File: src/rtl/turn_judge.sv
// turn_judge: game-logic stage that derives c/go/win for control_unit and exports display data.
// Build option TURN_JUDGE_LOCK_EN adds a per-turn mask that rejects re-picked cards.

module turn_judge #(
  parameter int TRACK_LEN = 12,
  parameter int WIN_STEPS = 12,
  parameter int DELAY     = 25_000_000
) (
  input  logic        clk,
  input  logic        rst,
  input  logic [2:0]  M,
  input  logic [3:0]  key,
  output logic        c,
  output logic        go,
  output logic        win,
  output logic [1:0]  cur_player,
  output logic [2:0]  nplayers,
  output logic [15:0] pos,
  output logic [2:0]  card_face
);

  // mode | meaning
  // 000  | idle, wait for a key press to start
  // 001  | player count select
  // 010  | init game state, then delay
  // 011  | pick a card
  // 100  | controller decides on go
  // 101  | miss, next player, then delay
  // 110  | advance chicken, delay unless won
  // 111  | won, everything frozen
  typedef enum logic [2:0] {
    MODE_IDLE   = 3'b000,
    MODE_SELECT = 3'b001,
    MODE_INIT   = 3'b010,
    MODE_PICK   = 3'b011,
    MODE_DECIDE = 3'b100,
    MODE_MISS   = 3'b101,
    MODE_ADV    = 3'b110,
    MODE_WON    = 3'b111
  } mode_t;

  localparam int CW = $clog2(DELAY);
  localparam logic [CW-1:0] CNT_LAST = CW'(DELAY - 1);
  localparam logic [CW-1:0] CNT_PRE  = CW'(DELAY - 2);
  localparam logic [3:0]    WIN_POS  = 4'(WIN_STEPS);

  mode_t         mode;
  logic [2:0]    m_q;
  logic [3:0]    key_q;
  logic [2:0]    ring;
  logic [2:0]    shuffle;
  logic [CW-1:0] cnt;

  logic          entry;
  logic          key_rise;
  logic          counting;
  logic          pick_ok;
  logic          lock_hit;
  logic          match;
  logic [3:0]    pos_cur;
  logic [2:0]    card_idx;
  logic [2:0]    card_code;
  logic [2:0]    tile_code;
  logic [2:0]    next_player;
  int            tile;

  assign mode      = mode_t'(M);
  assign entry     = (M != m_q);
  assign key_rise  = (key != 4'd0) && (key_q == 4'd0);
  assign counting  = (mode == MODE_INIT) || (mode == MODE_MISS) || ((mode == MODE_ADV) && !win);
  assign pos_cur   = pos[4*cur_player +: 4];
  assign card_idx  = 3'(key - 4'd1);
  assign card_code = card_idx + shuffle;
  assign pick_ok   = (key != 4'd0) && (key <= 4'd8);
  assign match     = (card_code == tile_code);

  // Player p starts on tile 3p; the next step lands one tile past its progress.
  always_comb begin
    tile      = (3 * int'(cur_player) + int'(pos_cur) + 1) % TRACK_LEN;
    tile_code = 3'(tile % 8);
  end

  always_comb begin
    next_player = 3'(cur_player) + 3'd1;
    if (next_player == nplayers) next_player = 3'd0;
  end

`ifdef TURN_JUDGE_LOCK_EN
  logic [7:0] lock;
  assign lock_hit = lock[card_idx];
`else
  assign lock_hit = 1'b0;
`endif

  always_ff @(posedge clk or negedge rst) begin
    if (!rst) begin
      m_q        <= '0;
      key_q      <= '0;
      ring       <= '0;
      shuffle    <= '0;
      cnt        <= '0;
      c          <= 1'b0;
      go         <= 1'b0;
      win        <= 1'b0;
      cur_player <= '0;
      nplayers   <= 3'd2;
      pos        <= '0;
      card_face  <= '0;
`ifdef TURN_JUDGE_LOCK_EN
      lock       <= '0;
`endif
    end else begin
      m_q   <= M;
      key_q <= key;
      ring  <= ring + 3'd1;
      c     <= 1'b0;
      if (mode != MODE_WON) begin
        // Pulse lands on the edge where the count reaches DELAY-1, then the count parks.
        if (entry) begin
          cnt <= '0;
        end else if (counting && (cnt != CNT_LAST)) begin
          cnt <= cnt + 1'b1;
          c   <= (cnt == CNT_PRE);
        end
        case (mode)
          MODE_IDLE: begin
            if (key_rise) begin
              c       <= 1'b1;
              shuffle <= ring;
            end
          end
          MODE_SELECT: begin
            if ((key >= 4'd2) && (key <= 4'd4)) nplayers <= key[2:0];
          end
          MODE_INIT: begin
            if (entry) begin
              pos        <= '0;
              cur_player <= '0;
              win        <= 1'b0;
              go         <= 1'b0;
`ifdef TURN_JUDGE_LOCK_EN
              lock       <= '0;
`endif
            end
          end
          MODE_PICK: begin
            if (pick_ok && !lock_hit) begin
              go        <= match;
              card_face <= card_code;
`ifdef TURN_JUDGE_LOCK_EN
              lock[card_idx] <= 1'b1;
`endif
            end else if (key != 4'd0) begin
              go <= 1'b0;
            end
          end
          MODE_MISS: begin
            if (entry) begin
              cur_player <= next_player[1:0];
`ifdef TURN_JUDGE_LOCK_EN
              lock       <= '0;
`endif
            end
          end
          MODE_ADV: begin
            if (entry && (pos_cur != WIN_POS)) begin
              pos[4*cur_player +: 4] <= pos_cur + 4'd1;
              if ((pos_cur + 4'd1) == WIN_POS) win <= 1'b1;
            end
          end
          default: ;
        endcase
      end
    end
  end

endmodule

File: config.mk
export PLATFORM = sky130hd
export DESIGN_NAME = turn_judge
export DESIGN_NICKNAME = d
export VERILOG_FILES = /design/src/rtl/turn_judge.sv
export SDC_FILE = /design/constraint.sdc
export NUM_CORES = 1
export LEC_CHECK = 0
export ABC_AREA = 0
export BUFFER_PORTS_ARGS = -buffer_cell sky130_fd_sc_hd__buf_4
export CAP_MARGIN = 10
export CORE_ASPECT_RATIO = 1.25
export CORE_MARGIN = 3
export CORE_UTILIZATION = 49
export CTS_BUF_LIST = sky130_fd_sc_hd__clkbuf_4 sky130_fd_sc_hd__clkbuf_8 sky130_fd_sc_hd__clkbuf_16
export CTS_CLUSTER_DIAMETER = 120
export DETAILED_ROUTE_END_ITERATION = 7
export PLACE_DENSITY = 0.66
export SLEW_MARGIN = 40
export SYNTH_ARGS = -nofsm -noshare
export SYNTH_HDL_FRONTEND = slang
export SYNTH_SLANG_ARGS = --single-unit
File: constraint.sdc
create_clock -name clk -period 7.7 [get_ports clk]
set_input_delay 2.31 -clock clk [delete_from_list [all_inputs] [get_ports clk]]
set_output_delay 2.31 -clock clk [all_outputs]
set_load 0.01 [all_outputs]
==> metrics.txt <==
outcome finished clean; final instance area 4461 um2; P&R area growth vs syn 12.75%; flops & latches, synth 65; clock sinks 65; Residual DRC 0; initial antenna violation count 0; via/cell ratio 5.944; Fill cells about 720; Detailed Routing Iterations Pass 1 4; Die ar. 9195 um2; Synth area leader dfrtp_1; maximum achievable frequency roughly 230 MHz; count of pins over their slew limit 0; routed length per instance 16.43 um; depth of the most critical reg-to-reg path 13; most frequent cells in the layout dfrtp_1, buf_4, nand3_1; Vert. Die Dim 106.5 um; power density cells 210.9 nW/um2; final core utilization 0.5691; critical path class reg -> reg; Post-CTS Hold Buffers 0; gr ovfl total 0; WP data arrival 4640 ps; Layout Nets ~450; worst hold start ring[0]$_DFF_PN0_; CP Capture Type flop; post-route ant nets 0; CP Max Fanout 14; R2R setup slack 3290 ps; min Tclk post-route between 4000 and 5000 ps; Fin Hold WS 439.1 ps; syn nets 418; HP Class reg -> reg; FF+latch area 1628 um2; fraction of layout cells with a size suffix above 1 0.2114; worst slew pin tran 616.9 ps; WP data required 7930 ps; Final HPWL DP a little over 6 mm; synthesized instance count just under 400; Synth top area share 0.4048; DR iter-0 viols 145; predominant post-synthesis flop cell dfrtp_1; dpl cells 500; non-filler instance count after layout 516; capturing point of the worst reg2reg path go$_DFFE_PN0P_; EDFF count, synth 0; synthesized area around 4000 um2; final wirelength 8.478 mm; CTS tree yes; Die Width 86.37 um; setup TNS 0 ps; area occupied by multi-input gates 2160 um2; setup ws final 3289 ps; # H-tree levels 3; post-synthesis cell type count 63; Hold Vio Cnt, Final 0; CTS clk-pin slew, worst paths 80 ps; Avg Synthesized Cell Area between 10 and 15 um2; vias in the first global route 3151; TritonCTS Buffers 9; PortBufs 35; Reg2Reg Launch Point cur_player[0]$_DFFE_PN0P_; hold depth 1; sequential area share after synthesis 0.4114; # rows 36; Via Count 3067; hold endpoint ring[0]$_DFF_PN0_; Placement Setup Slack 3299 ps; clk buf depth 2; Ys Warns 0; total track usage 0.2026; Gates resized, CTS repair 0; GPL Wtd Cong 0.8306; core region area ~7800 um2; RSZ-0062 raised after global routing no; synth top area cells dfrtp_1, ha_1, mux2_2; Post-synth ARST share 1.000; max cap viols 0; first-pass GRT wire length 14.90 mm; pin count of the biggest net entering global routing 66; worst-skew pair later-pin latency roughly 340 ps; Lkg Pwr 1.908 nW; antenna cells 0; IO Pins 36; Power, Total about 0.94 mW; # setup viols final 0; VDD IR-drop max roughly 0.00015 V; commonest non-fill, non-tap cell in the layout dfrtp_1; Initial Util 0.5048; dpl cell area about 4300 um2; Final period util 0.5729; Root Buffer clkbuf_8; Final Skew between 8 and 9 ps; Post-CTS Setup Bufs 0; Worst slew margin 0.5887; CP startpoint kind flop
where the power goes:
group          internal (mW)  switching (mW)
registers              0.362          0.0314
logic                  0.116           0.129
clock network          0.159           0.144
cells by family after synthesis:
family / Yosys count / share of synthesized area
AO/OA/AOI/OAI: 88 / 0.1695
multiplexers: 20 / 0.06768
buffers and inverters: 39 / 0.04301
AND/OR/NAND/NOR: 137 / 0.1996
XOR/XNOR: 16 / 0.03542
flip-flops: 65 / 0.4115
adder cells (fa/ha/maj): 22 / 0.07337
worst max-delay path: stages, from the launching register on:
cell and delay [ps]:
dfrtp_1 740, mux4_2 650, fa_1 530, inv_1 60, fa_1 520, nand2b_1 220, nand2_1 80, a21o_1 110
ha_1 130, and3b_1 190, a311o_1 310, a211oi_1 220, a2111oi_0 140, or3b_1 380
per-layer routing:
| metal | vias up | routed length (um) | GRT usage |
|---|---|---|---|
| li1 | 1505 | - | - |
| met1 | 1508 | 3663 | 0.2486 |
| met2 | 44 | 4420 | 0.3512 |
| met3 | 10 | 240 | 0.03721 |
| met4 | 0 | 154 | 0.07238 |
| met5 | - | 0 | 0 |
registers in the layout (all words and copies together), names as in the netlist:
name        flops
shuffle         3
cur_player      2
m_q             3
key_q           4
c               1
go              1
cnt            25
ring            3
pos            16
nplayers        3
win             1
card_face       3
synthesized netlist by cell type, types with 5 or more instances:
master and count:
a21o_1 5, a21oi_1 13, a21oi_2 11, and3_1 7
clkbuf_1 9, dfrtp_1 64, ha_1 20, inv_1 22
mux2_2 14, nand2_1 21, nand3_1 27, nand4_1 5
nor2_1 17, nor2b_1 6, nor4_1 5, o21ai_0 8
o21ai_1 5, o2bb2ai_1 8, o31ai_1 12, or3_1 8
or4_1 13, xnor2_1 10, xor2_1 6
how the worst max path moves through the flow:
stage                                end  depth (start not counted)                      start
final                     go$_DFFE_PN0P_                         13  cur_player[0]$_DFFE_PN0P_
after global routing      go$_DFFE_PN0P_                         13  cur_player[0]$_DFFE_PN0P_
after CTS                 go$_DFFE_PN0P_                         13  cur_player[0]$_DFFE_PN0P_
after detailed placement  go$_DFFE_PN0P_                         13  cur_player[0]$_DFFE_PN0P_
after global placement    go$_DFFE_PN0P_                         13  cur_player[0]$_DFFE_PN0P_
after floorplan           go$_DFFE_PN0P_                         15  cur_player[0]$_DFFE_PN0P_
layout make-up:
type | count | area share
repair buffers | 35 | 0.05975
clock buffers | 10 | 0.03086
flip-flops and latches | 65 | 0.3649
clock inverters | 6 | 0.01515
well taps | 95 | 0.02665
multi-input cells | 283 | 0.4842
inverters | 22 | 0.01851
Note: power is estimated with default switching activity, not from simulation.
